### config.mk
export PLATFORM = sky130hd
export DESIGN_NAME = dtw_query_feeder
export DESIGN_NICKNAME = d
export VERILOG_FILES = /design/src/rtl/dtw_query_feeder.sv
export SDC_FILE = /design/constraint.sdc
export NUM_CORES = 1
export LEC_CHECK = 0
export ABC_AREA = 1
export CELL_PAD_IN_SITES_DETAIL_PLACEMENT = 1
export CELL_PAD_IN_SITES_GLOBAL_PLACEMENT = 1
export CORE_MARGIN = 2
export CORE_UTILIZATION = 39
export DETAILED_ROUTE_END_ITERATION = 12
export GPL_ROUTABILITY_DRIVEN = 0
export PLACE_DENSITY = 0.87
export SYNTH_ARGS = -nofsm -noshare
export SYNTH_HDL_FRONTEND = slang
export SYNTH_SLANG_ARGS = --single-unit
### constraint.sdc
create_clock -name clk -period 9.65 [get_ports clk]
set_clock_uncertainty 0.15 [all_clocks]
set_input_delay 2.895 -clock clk [delete_from_list [all_inputs] [get_ports clk]]
set_output_delay 2.895 -clock clk [all_outputs]
set_load 0.1 [all_outputs]
### src/rtl/dtw_query_feeder.sv
`default_nettype none
// ============================================================================
// Module   : dtw_query_feeder
// Brief    : Clears the DTW core, streams query/reference samples, drains the
//            min/position pipeline and returns the result via valid/ready.
// Revision : 1.0
// ============================================================================
module dtw_query_feeder #(
  parameter int               WIDTH     = 16,
  parameter int               SQG_SIZE  = 250,
  parameter int               SADDR_W   = 8,
  parameter int               RADDR_W   = 20,
  parameter logic [WIDTH-1:0] PAD       = '1,
  parameter int               DRAIN_CYC = 2,
  parameter int               WD_SLACK  = 16
) (
  input  logic               clk,
  input  logic               rst,
  input  logic               i_start,
  output logic               o_busy,
  input  logic [31:0]        i_cfg_ref_len,
  input  logic [RADDR_W-1:0] i_cfg_ref_base,
  output logic               o_sqg_rd_en,
  output logic [SADDR_W-1:0] o_sqg_rd_addr,
  input  logic [WIDTH-1:0]   i_sqg_rd_data,
  output logic               o_ref_rd_en,
  output logic [RADDR_W-1:0] o_ref_rd_addr,
  input  logic [WIDTH-1:0]   i_ref_rd_data,
  output logic               o_core_rst,
  output logic               o_core_running,
  output logic [WIDTH-1:0]   o_core_squiggle,
  output logic [WIDTH-1:0]   o_core_rword,
  output logic [31:0]        o_core_ref_len,
  input  logic [WIDTH-1:0]   i_core_minval,
  input  logic [31:0]        i_core_position,
  input  logic               i_core_done,
  output logic               o_res_valid,
  input  logic               i_res_ready,
  output logic [WIDTH-1:0]   o_res_minval,
  output logic [31:0]        o_res_position,
  output logic               o_res_error,
  output logic [31:0]        o_res_cycles
);

  typedef enum logic [2:0] {
    S_IDLE   = 3'd0,
    S_CLEAR  = 3'd1,
    S_RUN    = 3'd2,
    S_DRAIN  = 3'd3,
    S_RESULT = 3'd4
  } state_t;

  // Run index is wide enough for ref_len + SQG_SIZE + WD_SLACK without wrapping.
  localparam int              c_KW    = 34;
  localparam logic [c_KW-1:0] c_EXTRA = c_KW'(SQG_SIZE + WD_SLACK);
  localparam logic [c_KW-1:0] c_SQG   = c_KW'(SQG_SIZE);
  localparam logic [31:0]     c_DLAST = 32'(DRAIN_CYC - 1);

  state_t             r_state;
  logic [31:0]        r_ref_len;
  logic [RADDR_W-1:0] r_base;
  logic [c_KW-1:0]    r_k;
  logic [31:0]        r_dcnt;
  logic [31:0]        r_cycles;
  logic               r_sqg_iss;
  logic               r_ref_iss;

  logic [c_KW-1:0]    w_k_nxt;
  logic [c_KW-1:0]    w_limit;
  logic               w_sqg_nxt;
  logic               w_ref_nxt;
  logic               w_wd_exp;

  assign w_k_nxt   = r_k + c_KW'(1);
  assign w_limit   = {2'b00, r_ref_len} + c_EXTRA;
  assign w_sqg_nxt = (w_k_nxt < c_SQG);
  assign w_ref_nxt = (w_k_nxt < {2'b00, r_ref_len});
  assign w_wd_exp  = (w_k_nxt >= w_limit);

  // The issued flags line up with the synchronous-read latency of both memories.
  assign o_core_squiggle = r_sqg_iss ? i_sqg_rd_data : '0;
  assign o_core_rword    = r_ref_iss ? i_ref_rd_data : PAD;
  assign o_core_rst      = rst || (r_state == S_CLEAR);
  assign o_core_ref_len  = r_ref_len;
  assign o_res_cycles    = r_cycles;

  always_ff @(posedge clk) begin
    if (rst) begin
      r_state        <= S_IDLE;
      r_ref_len      <= '0;
      r_base         <= '0;
      r_k            <= '0;
      r_dcnt         <= '0;
      r_cycles       <= '0;
      r_sqg_iss      <= 1'b0;
      r_ref_iss      <= 1'b0;
      o_busy         <= 1'b0;
      o_sqg_rd_en    <= 1'b0;
      o_sqg_rd_addr  <= '0;
      o_ref_rd_en    <= 1'b0;
      o_ref_rd_addr  <= '0;
      o_core_running <= 1'b0;
      o_res_valid    <= 1'b0;
      o_res_minval   <= '1;
      o_res_position <= '0;
      o_res_error    <= 1'b0;
    end else begin
      case (r_state)
        S_IDLE: begin
          if (i_start) begin
            r_ref_len <= i_cfg_ref_len;
            r_base    <= i_cfg_ref_base;
            r_cycles  <= '0;
            o_busy    <= 1'b1;
            if (i_cfg_ref_len == 32'd0) begin
              r_state        <= S_RESULT;
              o_res_valid    <= 1'b1;
              o_res_error    <= 1'b1;
              o_res_minval   <= '1;
              o_res_position <= '0;
            end else begin
              r_state <= S_CLEAR;
            end
          end
        end
        S_CLEAR: begin
          r_state        <= S_RUN;
          o_core_running <= 1'b1;
          r_k            <= '0;
          o_sqg_rd_en    <= (SQG_SIZE > 0);
          o_sqg_rd_addr  <= '0;
          o_ref_rd_en    <= 1'b1;
          o_ref_rd_addr  <= r_base;
        end
        S_RUN: begin
          r_cycles <= r_cycles + 32'd1;
          if (i_core_done || w_wd_exp) begin
            o_sqg_rd_en <= 1'b0;
            o_ref_rd_en <= 1'b0;
            r_sqg_iss   <= 1'b0;
            r_ref_iss   <= 1'b0;
            if (i_core_done) begin
              r_state <= S_DRAIN;
              r_dcnt  <= '0;
            end else begin
              r_state        <= S_RESULT;
              o_core_running <= 1'b0;
              o_res_valid    <= 1'b1;
              o_res_error    <= 1'b1;
              o_res_minval   <= i_core_minval;
              o_res_position <= i_core_position;
            end
          end else begin
            r_k           <= w_k_nxt;
            r_sqg_iss     <= o_sqg_rd_en;
            r_ref_iss     <= o_ref_rd_en;
            o_sqg_rd_en   <= w_sqg_nxt;
            o_ref_rd_en   <= w_ref_nxt;
            o_sqg_rd_addr <= w_k_nxt[SADDR_W-1:0];
            o_ref_rd_addr <= r_base + w_k_nxt[RADDR_W-1:0];
          end
        end
        S_DRAIN: begin
          r_cycles <= r_cycles + 32'd1;
          if (r_dcnt >= c_DLAST) begin
            r_state        <= S_RESULT;
            o_core_running <= 1'b0;
            o_res_valid    <= 1'b1;
            o_res_error    <= 1'b0;
            o_res_minval   <= i_core_minval;
            o_res_position <= i_core_position;
          end else begin
            r_dcnt <= r_dcnt + 32'd1;
          end
        end
        S_RESULT: begin
          if (i_res_ready) begin
            r_state     <= S_IDLE;
            o_res_valid <= 1'b0;
            o_busy      <= 1'b0;
          end
        end
        default: begin
          r_state <= S_IDLE;
          o_busy  <= 1'b0;
        end
      endcase
    end
  end

endmodule
`default_nettype wire

Yosys cells after proc, flatten, opt, wreduce, memory -nomap -nowiden
Cells that the tools add are included.
- bits in registers: 237
- word-level logic and storage cells: 115
- add/subtract/negate cells: 5
- magnitude comparators: 4
- equality and inequality tests: 13
- muxes and demuxes: 53
- bitwise logic cells: 1
- reduce and logical (&&, ||, !) cells: 21
- operators with widths (operator ; count):
    $mux 32 ; 9
    $pmux 32 s2 ; 2
    $mux 16 ; 7
    $pmux 32 s3 ; 1
    $pmux 34 s2 ; 1
    $add 32x1->32 const B ; 2
    $pmux 16 s3 ; 1
    $pmux 20 s2 ; 1
    $add 34x1->34 const B ; 1
    $ge 34x33->1 ; 1
    $lt 34x32->1 ; 1
    $lt 34x8->1 const B ; 1
    $mux 34 ; 1
    $add 32x9->33 const B ; 1
    $ge 32x1->1 const B ; 1
    $logic_not 32->1 ; 1
    $add 20x20->20 ; 1
    $mux 20 ; 1
    $mux 3 ; 6
    $ne 2x2->1 const B ; 9
    $pmux 8 s2 ; 1
    $pmux 3 s5 ; 1
    $mux 1 ; 14
    $reduce_and 4->1 ; 3
    19 further kinds ; 29

Depth between registers and ports, before layout
Gate-level depths: netlist of run 1.
- word-level depth: 5
- depth in mapped cells: 30

Least setup slack after synthesis of run 1
No wires, ideal clock.
- path kind: input-to-output
- from: in rst
- to: out o_core_rst
- data arrival time: 4.367 ns
- data required time: 6.605 ns
- slack: 2.238 ns
- stages: 5
- cell sequence: clkbuf_1 clkinv_1 clkbuf_1 clkbuf_1 nand2_1
- word-level cells in the longest chain between the ends: 1
- RTL lines (what ; RTL line ; source):
    start, declared ; 18 ; input logic rst,
    $logic_or 1x1->1 ; 83 ; assign o_core_rst = rst || (r_state == S_CLEAR);
    end, declared ; 29 ; output logic o_core_rst,
No other way between the ends.

Final worst setup path of run 1
- from: in i_sqg_rd_data[7]
- to: out o_core_squiggle[7]
- word-level cells in the longest chain between the ends: 1
- RTL lines (what ; RTL line ; source):
    start, declared ; 25 ; input logic [WIDTH-1:0] i_sqg_rd_data,
    $mux 16 ; 81 ; assign o_core_squiggle = r_sqg_iss ? i_sqg_rd_data : '0;
    end, declared ; 31 ; output logic [WIDTH-1:0] o_core_squiggle,
No other way between the ends.

==> results by group, run 1 <==
Clocking
  – Number of sinks driven by the clock tree: 229
  – Root Buffer: clkbuf_16
  – Clock input transition at the sequential cells of the worst setup and hold paths: 60 ps
  – Clock buffer count from CTS: 28
  – Clock insertion delay at the later pin of the skew report: approximately 540 ps
  – Post-CTS Hold Buffers: 0
  – Number of buffers added for setup after CTS: 0
  – PostCTS Resize Cnt: 0
  – H-tree level count: 1
  – Maximum clock insertion buffer count: 3
  – CTS tree: yes

Critical path
  – Master of the slowest instance on the critical path: clkdlybuf4s50_1
  – Worst-path cell chain: clkdlybuf4s50_1 > nand2_1 > inv_1 > clkdlybuf4s50_1
  – Cell family with the largest share of critical-path delay: buffers and inverters
  – Highest net fanout along the worst path: 1
  – Category of the worst setup path capture point: output port
  – Count of cell instances traversed by the critical path: 4
  – Crit-path max cell delay: 1130 ps
  – Flop-to-flop setup slack: 3470 ps
  – Arrival time reported for the critical path endpoint: 4670 ps
  – Type of origin of the critical path: input port
  – Most used cell, CP: clkdlybuf4s50_1
  – Count of buffering cells on the critical path with inverters included: 3
  – WP data required: 6610 ps
  – Logic depth of the worst register-to-register path: 28
  – Class of the most critical setup path: input port to output port

STA
  – Worst relative slew slack: 0.259
  – Final period util: 0.799
  – Final number of hold-violating endpoints: 0
  – Count of final setup violators: 0
  – Worst hold slack after final layout: between 200 and 300 ps
  – Actual transition at the worst max-transition pin: approximately 1100 ps
  – Final min period: 7710 ps
  – Setup repair after global routing missed its margin: no
  – Final total negative setup slack: 0 ps
  – Fmax: 130 MHz
  – Final Max Slew Viols: 0

Synthesis
  – Post-Syn Area per Cell: 6.70 um^2
  – Commonest register cell after synthesis: dfxtp_1
  – Synthesized area: 0.0138 mm^2
  – Net Count, Synth: 2288
  – Post-synthesis sequential area ratio: 0.332
  – Number of synthesized flops with an enable pin: 0
  – Cell types occupying the most area after synthesis: dfxtp_1, nand2_1, ha_1, inv_1, nor2_1
  – Top cell type's share of synthesized area: 0.332
  – Share of async-settable or async-resettable flops after synthesis: 0
  – Ranking of synthesized cells by instance count: nand2_1, inv_1, nor2_1, dfxtp_1, o21ai_0
  – Number of cells produced by synthesis: 2061
  – Synthesis Warnings: 0
  – Cell taking the most area after synthesis: dfxtp_1
  – Synth unique cells: 46
  – Post-synthesis sequential element count: roughly 230
  – Most repeated cell in the gate-level netlist after synthesis: nand2_1

Placed design
  – IO buf count: 315
  – Post-DP HPWL: 38.6 mm
  – Total placed cells including tap cells: 2752

Route
  – DRC errors left: 0
  – Detailed-route wire length: 51.6 mm
  – DRC violation total after the first TritonRoute iteration: 778
  – Router iterations before antenna repair: 7
  – Remaining antenna violation count after routing: 0
  – Detail-routed net length per standard cell: 18.4 um
  – Via Count: 14900
  – Vias per std cell: 5.30

Finish
  – Proportion of layout cells with a drive suffix above 1: 0.0477
  – Final Net Count: 2554
  – FILL cells: 4504
  – Ant. Diodes: 0
  – Final cell count without fillers: 2804
  – Area growth, synth to finish: 31.6%
  – Core utilization of the finished layout: 0.523

Floorplanning
  – Standard cell core area: 0.0347 mm^2
  – Die width: 192 um
  – Vertical die dimension: 192 um
  – IO Count: 316
  – Row cnt: 68
  – Area of the die: 0.0369 mm^2
  – Initial standard-cell utilization of the core: 0.398

Outcome
  – Status: finished clean

Global routing
  – Vias in the first global route: 15200
  – GRT overflow: 0
  – Maximum number of pins on one net before global-route repair: 87
  – GRT Util Overall: 0.270
  – Initial antenna violation count: 0
  – Wire length of the first global-routing pass: 80.4 mm

Flow run
  – Number of max-capacitance violations reported: 0

Power and ir drop
  – Static leakage power: 0.00791 uW
  – Final Power: between 7000 and 8000 uW
  – PD cells: 403 mW/mm^2
  – Worst ir drop on vdd: 0.304 mV

Hold path
  – Hold Crit Class: register to register
  – Number of stages on the worst hold path: 2
==> flip-flops by register name, summed over array words and instances, names as in the netlist <==
name            cells
o_busy              1
o_core_ref_len     32
o_core_running      1
o_ref_rd_addr      20
o_ref_rd_en         1
o_res_cycles       32
o_res_error         1
o_res_minval       16
o_res_position     32
o_res_valid         1
o_sqg_rd_addr       7
o_sqg_rd_en         1
r_base             20
r_dcnt             32
r_k                27
r_ref_iss           1
r_sqg_iss           1
r_state             3
==> routing by layer <==
layer | vias up | track usage | share of wire
li1 | 7226 | - | -
met3 | 64 | 0.0384 | 0.058
met5 | - | 0 | 0
met2 | 414 | 0.485 | 0.49
met4 | 0 | 0.0619 | 0.018
met1 | 7162 | 0.340 | 0.43
==> power breakdown <==
part / switching, uW / total [uW] / internal (uW)
registers: 286 / 1550 / 1260
clock network: 424 / 1100 / 673
logic: 3480 / 4680 / 1200
==> worst register-to-register path, delay by kind of cell (launching register included) <==
family	cells	cell delay (ps)
compound gates	2	490
buf+inv	5	1470
fa+ha+maj	2	520
flops	1	430
simple gates	18	2860
xor+xnor	1	160
==> area by class of cell <==
cell class / count / area [um^2] / share of cell area
multi-input cells: 1446 / 7690 / 0.423
flip-flops and latches: 229 / 4580 / 0.252
repair buffers: 327 / 3240 / 0.178
inverters: 295 / 1110 / 0.0613
clock buffers: 40 / 827 / 0.0455
well taps: 455 / 569 / 0.0313
clock inverters: 12 / 139 / 0.00765
==> final timing paths <==
kind,startpoint,endpoint
worst max-delay path,i_sqg_rd_data[7],o_core_squiggle[7]
worst min-delay path,r_dcnt[5]$_SDFFE_PP0P_,r_dcnt[5]$_SDFFE_PP0P_
worst max register to register,o_core_ref_len[1]$_SDFFE_PP0P_,r_k[15]$_SDFFE_PP0P_
worst min register to register,r_dcnt[5]$_SDFFE_PP0P_,r_dcnt[5]$_SDFFE_PP0P_
==> per-stage QoR <==
step	cell area, um^2	setup slack, ps
6_report	18200	1940
5_1_grt	18200	1860
4_1_cts	18200	1930
3_5_place_dp	17200	1950
3_3_place_gp	17200	1980
2_1_floorplan	13800	2240
==> kinds of logic after synthesis <==
family / count (synthesis) / share of synthesized area
fa+ha+maj: 90 / 0.0821
buf+inv: 386 / 0.112
xor+xnor: 62 / 0.0393
flops: 229 / 0.332
compound gates: 380 / 0.148
simple gates: 914 / 0.286
==> cell usage in the layout (no fill, tap or decap), types with 4 or more instances in the layout <==
cell / synthesis / final
nor4_1: 28 / 28
nand2_2: 5 / 5
clkbuf_8: 0 / 6
o2111ai_1: 18 / 17
clkinv_2: 0 / 8
a21o_1: 6 / 6
nand4_1: 27 / 27
o21bai_1: 4 / 4
nand2_1: 384 / 384
nor2_2: 6 / 5
o21ai_0: 166 / 166
a211oi_1: 5 / 5
buf_4: 9 / 13
clkbuf_16: 0 / 29
a21oi_1: 162 / 162
nor3_1: 59 / 59
nor2_1: 250 / 250
dfxtp_1: 229 / 229
clkdlybuf4s50_1: 0 / 314
clkbuf_1: 58 / 5
xor2_1: 57 / 57
xnor2_1: 5 / 5
ha_1: 89 / 89
inv_2: 4 / 5
a31oi_1: 5 / 5
nand3_1: 119 / 119
inv_1: 287 / 286
or2_2: 25 / 25
Power figures use the tool's default switching activity.
==> inputs of run 2 (changes only) <==
--- a/config.mk
+++ b/config.mk
@@ -9,10 +9,10 @@
 export CELL_PAD_IN_SITES_DETAIL_PLACEMENT = 1
 export CELL_PAD_IN_SITES_GLOBAL_PLACEMENT = 1
 export CORE_MARGIN = 2
-export CORE_UTILIZATION = 39
+export CORE_UTILIZATION = 32
 export DETAILED_ROUTE_END_ITERATION = 12
 export GPL_ROUTABILITY_DRIVEN = 0
-export PLACE_DENSITY = 0.87
+export PLACE_DENSITY = 0.76
 export SYNTH_ARGS = -nofsm -noshare
 export SYNTH_HDL_FRONTEND = slang
 export SYNTH_SLANG_ARGS = --single-unit
==> constraint.sdc (replaced) <==
create_clock -name clk -period 7 [get_ports clk]
set_clock_uncertainty 0.15 [all_clocks]
set_input_delay 2.1 -clock clk [delete_from_list [all_inputs] [get_ports clk]]
set_output_delay 2.1 -clock clk [all_outputs]
set_load 0.1 [all_outputs]
==> results by group, run 2 (synthesized netlist as in run 1, its figures left out) <==
Route
  – DRC violation total after the first TritonRoute iteration: 617
  – Vias per std cell: between 5 and 6
  – Detail-routed net length per standard cell: 17.7 um
  – Remaining antenna violation count after routing: 0
  – DRC errors left: 0
  – Router iterations before antenna repair: 5
  – Via Count: approximately 15000
  – Detailed-route wire length: between 50 and 60 mm

Power and ir drop
  – Final Power: 10100 uW
  – Static leakage power: 0.00795 uW
  – PD cells: 554 mW/mm^2
  – Internal cell power: 4320 uW
  – Fraction of power spent switching nets: 0.572
  – Comb pwr share: 0.639
  – Worst ir drop on vdd: 0.378 mV
  – Clk pwr share: 0.151
  – Switching power: 5780 uW
  – Part of the power in registers: 0.210

Floorplanning
  – Standard cell core area: around 0.043 mm^2
  – Die width: 212 um
  – Area of the die: 0.0448 mm^2
  – Vertical die dimension: 212 um
  – IO Count: 316
  – Initial standard-cell utilization of the core: 0.323
  – Row cnt: 76

Critical path
  – Worst reg2reg startpoint: o_core_ref_len[1]$_SDFFE_PP0P_
  – Class of the most critical setup path: input port to output port
  – Master of the slowest instance on the critical path: clkdlybuf4s50_1
  – Cell family with the largest share of critical-path delay: buffers and inverters
  – WP data required: 4750 ps
  – Count of buffering cells on the critical path with inverters included: 3
  – Category of the worst setup path capture point: output port
  – Arrival time reported for the critical path endpoint: 3250 ps
  – Worst-path cell chain: clkdlybuf4s50_1 > inv_4 > nand2_1 > buf_12
  – Crit-path max cell delay: 470 ps
  – Highest net fanout along the worst path: 29
  – Start point of the critical path: rst
  – Type of origin of the critical path: input port

STA
  – Count of final setup violators: 0
  – Actual transition at the worst max-transition pin: between 1000 and 1500 ps
  – Final Max Slew Viols: 0
  – Final total negative setup slack: 0 ps
  – Final number of hold-violating endpoints: 0
  – Final min period: about 5500 ps
  – Worst relative slew slack: 0.239
  – Final period util: 0.786
  – Fmax: 182 MHz
  – Setup repair after global routing missed its margin: no

Clocking
  – Number of buffers added for setup after CTS: 0
  – Maximum clock insertion buffer count: 3
  – Root Buffer: clkbuf_16
  – Clock buffer count from CTS: 28
  – H-tree level count: 1
  – CTS tree: yes
  – Post-CTS Hold Buffers: 0
  – Number of sinks driven by the clock tree: about 230
  – Clock input transition at the sequential cells of the worst setup and hold paths: 60 ps
  – Clock insertion delay at the later pin of the skew report: 580 ps
  – PostCTS Resize Cnt: 0

Hold path
  – Worst Hold Launch: r_dcnt[14]$_SDFFE_PP0P_
  – Hold Crit Class: register to register

Finish
  – Commonest non-fill, non-tap cells in the layout: nand2_1, inv_1, clkdlybuf4s50_1
  – Final Net Count: 2558
  – Area growth, synth to finish: 32.1%
  – Most common library cell in the layout ignoring fill and taps: nand2_1
  – FILL cells: 5474
  – Proportion of layout cells with a drive suffix above 1: 0.0630

Placed design
  – Post-DP HPWL: 39.6 mm
  – IO buf count: 315

Outcome
  – Status: finished clean

Global routing
  – Wire length of the first global-routing pass: 80.7 mm
  – Initial antenna violation count: 2
  – Maximum number of pins on one net before global-route repair: 76
  – GRT overflow: 0
  – GRT Util Overall: 0.224
  – Vias in the first global route: 15000

Flow run
  – Number of max-capacitance violations reported: 0
==> run 2: layout make-up <==
| class | instances | area [um^2] | share of cell area |
|---|---|---|---|
| multi-input combinational | 1446 | 7690 | 0.421 |
| sequential | 229 | 4580 | 0.251 |
| timing repair buffer | 331 | 3220 | 0.176 |
| inverter | 295 | 1110 | 0.0610 |
| clock buffer | 36 | 791 | 0.0434 |
| tap | 546 | 683 | 0.0375 |
| clock inverter | 13 | 163 | 0.00892 |
| antenna | 1 | 2.50 | 0.000137 |
==> run 2: power by group through the flow <==
| stage | Combinational (uW) | Sequential (uW) | Clock, uW |
|---|---|---|---|
| final | 6460 | 2120 | 1520 |
| after global routing | 7040 | 2180 | 1610 |
| after CTS | 6490 | 2120 | 1560 |
| after detailed placement | 6450 | 2150 | 0 |
| after global placement | 6270 | 2140 | 0 |
| after floorplan | 2840 | 4040 | 0 |
==> run 2: final timing paths <==
kind	end	slack, ps	cells after the start
min	r_dcnt[14]$_SDFFE_PP0P_	290	2
max	o_core_rst	1500	4
min reg2reg	r_dcnt[14]$_SDFFE_PP0P_	290	2
max reg2reg	o_res_minval[0]$_SDFFE_PP1P_	1520	27
==> run 2: worst min-delay path, delay by kind of cell (launching register included) <==
kind | cells | cell delay [ps]
flip-flops | 1 | 310
AND/OR/NAND/NOR | 2 | 90
==> run 2: stage by stage <==
| step | hold WS, ps | setup slack, ps | area (um^2) | util | cells |
|---|---|---|---|---|---|
| after global routing | 313 | 909 | 18200 | 0.426 | 2897 |
| after global placement | 276 | 1220 | 17300 | 0.404 | 2847 |
| after CTS | 294 | 1500 | 18200 | 0.426 | 2896 |
| final | 291 | 1500 | 18200 | 0.426 | 2897 |
| after floorplan | 269 | 1180 | 13800 | - | 2061 |
| after detailed placement | 284 | 1100 | 17300 | 0.404 | 2847 |
==> run 2: routing by layer <==
| layer | GRT usage | wire, um |
|---|---|---|
| met3 | 0.0347 | 2530 |
| met2 | 0.382 | 24100 |
| met1 | 0.297 | 23700 |
| met5 | 0 | 13 |
| met4 | 0.0542 | 1150 |
